$ cat src/rtl/tinycpu_sequencer.sv
// tinycpu_sequencer: issues program memory words to the TinyCPU In bus, free-running or single-stepped.
// Define SEQ_ISSUE_COUNT_EN to add the saturating o_issue_count output.
module tinycpu_sequencer #(
    parameter int          AW      = 4,
    parameter logic [3:0]  HALT_OP = 4'hF,
    parameter logic [3:0]  NOP_OP  = 4'h0
) (
    input  logic          i_clk,
    input  logic          i_clr,
    input  logic          i_prog_we,
    input  logic [AW-1:0] i_prog_addr,
    input  logic [11:0]   i_prog_wdata,
    input  logic          i_start,
    input  logic          i_abort,
    input  logic          i_step_mode,
    input  logic          i_step,
    output logic [11:0]   o_cpu_in,
    output logic          o_issue_valid,
    output logic [AW-1:0] o_pc,
    output logic          o_busy,
    output logic          o_done
`ifdef SEQ_ISSUE_COUNT_EN
    ,
    output logic [15:0]   o_issue_count
`endif
);
    localparam int DEPTH = 2**AW;
    localparam logic [1:0] S_IDLE = 2'd0;
    localparam logic [1:0] S_RUN  = 2'd1;
    localparam logic [1:0] S_DONE = 2'd2;
    localparam logic [11:0] NOP_WORD = {NOP_OP, 8'h00};

    logic [11:0]   r_mem [DEPTH];
    logic [1:0]    r_state;
    logic [AW-1:0] r_pc;
    logic [11:0]   r_cpu_in;
    logic          r_issue_valid;
    logic [11:0]   w_word;
    logic          w_abort, w_start, w_slot, w_halt, w_issue;

    assign w_word  = r_mem[r_pc];
    assign w_abort = i_abort && r_state != S_IDLE;
    assign w_start = i_start && r_state != S_RUN && !w_abort;
    assign w_slot  = r_state == S_RUN && (!i_step_mode || i_step);
    assign w_halt  = w_word[11:8] == HALT_OP;
    assign w_issue = w_slot && !w_halt && !i_abort;

    always_ff @(posedge i_clk)
        if (i_prog_we && r_state != S_RUN) r_mem[i_prog_addr] <= i_prog_wdata;

    always_ff @(posedge i_clk) begin
        if (i_clr) begin
            r_state       <= S_IDLE;
            r_pc          <= '0;
            r_cpu_in      <= NOP_WORD;
            r_issue_valid <= 1'b0;
        end else begin
            r_issue_valid <= w_issue;
            r_cpu_in      <= w_issue ? w_word : NOP_WORD;
            if (w_abort) r_state <= S_IDLE;
            else if (w_start) begin
                r_state <= S_RUN;
                r_pc    <= '0;
            end else if (w_slot) begin
                if (w_halt) r_state <= S_DONE;
                else begin
                    // issuing the last word ends the run; pc wraps to 0
                    r_pc <= r_pc + 1'b1;
                    if (&r_pc) r_state <= S_DONE;
                end
            end
        end
    end

`ifdef SEQ_ISSUE_COUNT_EN
    logic [15:0] r_issue_count;
    always_ff @(posedge i_clk) begin
        if (i_clr || w_start) r_issue_count <= '0;
        else if (w_issue && r_issue_count != 16'hFFFF) r_issue_count <= r_issue_count + 1'b1;
    end
    assign o_issue_count = r_issue_count;
`endif

    assign o_cpu_in      = r_cpu_in;
    assign o_issue_valid = r_issue_valid;
    assign o_pc          = r_pc;
    assign o_busy        = r_state == S_RUN;
    assign o_done        = r_state == S_DONE;
endmodule

$ cat config.mk
export PLATFORM = sky130hd
export DESIGN_NAME = tinycpu_sequencer
export DESIGN_NICKNAME = d
export VERILOG_FILES = /design/src/rtl/tinycpu_sequencer.sv
export SDC_FILE = /design/constraint.sdc
export NUM_CORES = 1
export LEC_CHECK = 0
export BUFFER_PORTS_ARGS = -buffer_cell sky130_fd_sc_hd__buf_2
export CAP_MARGIN = 25
export CORE_AREA = 2 2 138 140
export CTS_CLUSTER_DIAMETER = 60
export DETAILED_ROUTE_END_ITERATION = 10
export DIE_AREA = 0 0 140 142
export SYNTH_ARGS = -nofsm -noshare
export SYNTH_HDL_FRONTEND = slang
export SYNTH_SLANG_ARGS = --single-unit
$ cat constraint.sdc
create_clock -name i_clk -period 2.6 [get_ports i_clk]
set_input_delay 0.26 -clock i_clk [delete_from_list [all_inputs] [get_ports i_clk]]
set_output_delay 0.26 -clock i_clk [all_outputs]
set_load 0.02 [all_outputs]
After elaboration in Yosys (flattened, before gate mapping):

Memories as Yosys holds them, arrays and structs flattened. A register that Yosys moved wholly into a read port is not among the register bits.
Cells that the tools add are included.

* register bits after elaboration: 19
* memory bits (writable): 192
* input port bits: 23
* output and inout bits: 19
* word-level logic and storage cells: 48
* memories: 1

* add/sub/neg operators: 1
* eq/ne operators: 5
* muxes and demuxes: 11
* bitwise operators: 2
* reductions and logical operators: 23

Memories
* r_mem: words 16, bits a word 12, read ports 1, clocked after Yosys merged registers in 1, write ports 1, RTL line 33 `logic [11:0] r_mem [DEPTH];`

Operators by type and width (number)
* $mux W4: 5
* $logic_and A1 B1 Y1: 7
* $reduce_bool A2 Y1: 3
* $add A4 B1 Y4 const B: 1
* $eq A4 B4 Y1 const B: 1
* $logic_not A1 Y1: 4
* $mux W1: 4
* $mux W2: 2
* $reduce_and A2 Y1: 2
* $reduce_and A4 Y1: 1
* $reduce_or A2 Y1: 2
* $reduce_and A3 Y1: 1
* $reduce_bool A3 Y1: 1
* $reduce_or A3 Y1: 1
* $eq A2 B1 Y1 const B: 1
* $eq A2 B2 Y1 const B: 1
* $ne A2 B1 Y1 const B: 1
* $ne A2 B2 Y1 const B: 1
* $not A1 Y1: 2
* $logic_or A1 B1 Y1: 1

Depth between registers and ports, before layout:

* depth in word-level cells: 8
* gate-level depth with buffers: 9
* depth with buffers taken out: 7

Worst setup path before layout:

No wires, ideal clock.

* kind: register -> register
* start point: register with a tool-made name
* end point: register r_cpu_in[0], in the netlist o_cpu_in[0]
* setup time: 0.115 ns
* data arrival time: 2.106 ns
* data required time: 2.485 ns
* path slack: 0.379 ns
* stages on the path, launching flop included: 6
* path buffers: 2
* clock period less this slack: 2.221 ns
* path through: dfxtp_1 > buf_2 > buf_2 > mux4_2 > mux4_2 > and3_1

RTL lines
* to (signal assigned): RTL line 59 `r_cpu_in <= w_issue ? w_word : NOP_WORD;`
* to (decl): RTL line 36 `logic [11:0] r_cpu_in;`

==> key figures <==
GRT
  – Number of global-route vias before repair: 4266
  – Tot GR Track Use: 0.176
  – Gr ovfl total: 0
  – Initial antenna violation count: 0
  – Pin count of the biggest net entering global routing: 26
  – First-pass GRT wire length: 25.7 mm

Clock network
  – CTS Buf Count: 22
  – CTS clk-pin slew, worst paths: 0.06 ns
  – Clock Latency Late Sink: 0.51 ns
  – Root Buffer: clkbuf_16
  – TritonCTS clock tree: yes
  – Htree depth: 1
  – CTS max path bufs: 3
  – CTS Sinks: 215

Power and ir drop
  – Final Power: 7.15 mW
  – Comb pwr share: 0.029
  – Sequential share of power: 0.533
  – Net Sw Frac: 0.195
  – Leak pwr: 3.26 nW
  – Power density over the cells: 743 nW/um2
  – Clock network fraction of total power: 0.438
  – Max IR drop VDD: 0.500 mV
  – Int Power: 5.75 mW
  – P_sw: 1.39 mW

Synthesis
  – Post-Syn Area per Cell: 21.2 um2
  – Synth Instances: 382
  – Unique cell type count in the Yosys netlist: 31
  – Synth Cell Area: 8110 um2
  – Synthesis Warnings: 0
  – Synthesized flop and latch total: 215
  – Syn Nets: 406
  – Seq/Total Area, Yosys: 0.768

Floorplanning
  – Die Wd: 140 um
  – Ports: 42
  – Die area: 19900 um2
  – Row Count: 50
  – Floorplan Core Area: 18500 um2
  – Die Y: 142 um
  – Initial Utilization: 0.440

Placed design
  – GP Congestion: 0.833
  – IO buf count: 41
  – Post-detail-place hpwl: 10.9 mm

Cells and area
  – Area Overhead vs Synth: 18.7%
  – Ant. Diodes: 0
  – Fill count: 1451
  – Share of layout cells above drive strength 1: 0.370
  – Nets: 497

Timing
  – Skew final: 0.0170 ns
  – Final Hold Vio Count: 0
  – Setup Total Neg Slack: 0 ns
  – Final Slew Violations: 0
  – Finish-stage setup viols: 0
  – Slew @ Worst Pin: 0.600 ns
  – Final Critical Period: 2.40 ns
  – Relative slew margins: 0.598
  – Unrepaired setup endpoints after global routing: no
  – Fmax: 417 MHz
  – Tcrit/Tclk final: 0.923

Detailed routing
  – Remaining DRCs: 7
  – Via count: 3988
  – Drt total wl: 16.8 mm
  – Vias per Instance: 5.52
  – DRT iter0 DRCs: 247
  – Routed len/inst: 23.3 um
  – Post-route ant nets: 0
  – Drt first pass iters: 8

Worst setup path
  – CP max stage cell: dfxtp_4
  – CP cell instances: buf_4 > mux4_2 > nand2_1 > nand3_1 > a41oi_4 > nand4_2 > mux2i_1
  – Top fanout value on the critical path: 18
  – Crit. End Element: register
  – Startpoint Class: register
  – Worst path required time: 2.99 ns
  – CP peak stage delay: 0.58 ns
  – Arrival time at the worst endpoint: 2.78 ns
  – Setup CP Type: register to register

Outcome
  – Status: finished, violations left
  – Violated checks: design-rule violations

Hold path
  – Hold WC Path Type: input port to register

Flow run
  – Max-Cap Viols: 0
==> final timing paths <==
| path | startpoint | to | slack, ns | depth (start not counted) |
|---|---|---|---|---|
| hold / removal | i_start | r_state[1]$_SDFFE_PP0P_ | 0.08 | 3 |
| setup / recovery | register | o_pc[3]$_SDFFE_PP0P_ | 0.20 | 7 |
| hold reg to reg | o_pc[1]$_SDFFE_PP0P_ | o_pc[1]$_SDFFE_PP0P_ | 0.53 | 2 |
| setup reg to reg | register | o_pc[3]$_SDFFE_PP0P_ | 0.20 | 7 |
==> logic make-up after synthesis <==
kind of cell               count (synthesis)  share of synthesized area
and+or+nand+nor                           75                     0.0475
adders and majority gates                  1                    0.00154
xor gates and xnor gates                   1                    0.00108
buffers and inverters                     18                     0.0102
muxes                                     58                      0.158
AOI/OAI and AO/OA                         14                     0.0142
DFF                                      215                      0.768
==> per-stage QoR <==
step | hold WS, ns | cells | utilization | cell area (um2) | worst slack (ns)
floorplan | 0.333 | 382 | - | 8110 | 0.379
global placement | 0.456 | 681 | 0.480 | 8870 | 0.187
detailed placement | 0.469 | 681 | 0.480 | 8870 | 0.154
CTS | 0.0612 | 723 | 0.522 | 9630 | 0.148
global route | 0.0983 | 723 | 0.522 | 9630 | 0.0229
finish | 0.0783 | 723 | 0.522 | 9630 | 0.201
==> power groups by stage <==
stage	clock [mW]	sequential, mW	combinational (mW)
global route	3.33	3.81	0.228
detailed placement	0	3.89	0.209
global placement	0	3.88	0.203
finish	3.13	3.81	0.209
CTS	3.19	3.81	0.212
floorplan	0	3.88	0.0996
==> placed cells by master (no fill, tap or decap), drive strengths merged <==
master,Yosys,routed
mux2i,2,2
a211oi,1,1
clkinvlp,0,2
edfxtp,192,192
ha,1,1
a21oi,2,2
a22oi,4,4
a41oi,1,1
dlygate4sd3,0,2
nor2,18,18
and3,13,13
xor2,1,1
nand3,10,10
nor3,4,4
nand4b,1,1
clkbuf,8,29
nand4,3,3
or2,1,1
buf,7,80
bufinv,0,2
clkinv,0,7
nand2,14,14
nand2b,5,5
or3,1,1
and2,2,2
dfxtp,23,23
nor2b,3,3
mux4,56,56
o21ai,4,4
a21o,2,2
inv,3,3
==> worst max-delay path: cells and delay by family, from the launching register on <==
| kind | cells | cell delay [ns] |
|---|---|---|
| AO/OA/AOI/OAI | 1 | 0.30 |
| multiplexers | 2 | 0.68 |
| buffers and inverters | 1 | 0.29 |
| AND/OR/NAND/NOR | 3 | 0.43 |
| flip-flops | 1 | 0.58 |
==> layer usage <==
metal	vias up	share of wire	routed length [um]	GRT usage
met2	91	0.52	8810	0.307
met3	26	0.042	713	0.0299
met4	0	0.019	324	0.0526
met5	-	0	0	0
met1	2109	0.41	6980	0.229
li1	1762	-	-	-
==> sequential cells by signal (all words and copies together) (netlist names), named ones only <==
signal         count
o_cpu_in          12
o_issue_valid      1
o_pc               4
r_mem            192
r_state            2
==> synth_stat cells, drive strengths merged <==
master / number / area (um2)
edfxtp: 192 / 5770
a21oi: 2 / 10.0
or3: 1 / 6.26
and3: 13 / 81.3
nand4: 3 / 25.0
mux4: 56 / 1260
a21o: 2 / 15.0
nor2: 18 / 67.6
dfxtp: 23 / 460
nand2: 14 / 52.6
xor2: 1 / 8.76
buf: 7 / 41.3
ha: 1 / 12.5
or2: 1 / 6.26
inv: 3 / 11.3
nand2b: 5 / 31.3
a22oi: 4 / 35.0
clkbuf: 8 / 30.0
a211oi: 1 / 7.51
and2: 2 / 12.5
nand4b: 1 / 8.76
o21ai: 4 / 20.0
nor2b: 3 / 18.8
nor3: 4 / 20.0
a41oi: 1 / 27.5
mux2i: 2 / 20.0
nand3: 10 / 55.1
==> timing repair <==
action	CTS	global route
resized for setup	0	0
setup buffers	0	0
hold buffers	2	0
endpoints found under the hold margin	1	0
==> area by class of cell <==
type	instances	area [um2]	share of cell area
Sequential cell	215	6230	0.647
Tap cell	234	293	0.0304
Multi-Input combinational cell	149	1820	0.189
Inverter	3	11.3	0.00117
Timing Repair Buffer	82	531	0.0551
Clock inverter	11	123	0.0127
Clock buffer	29	617	0.0641
No activity file was read; power rests on OpenSTA's default activity.
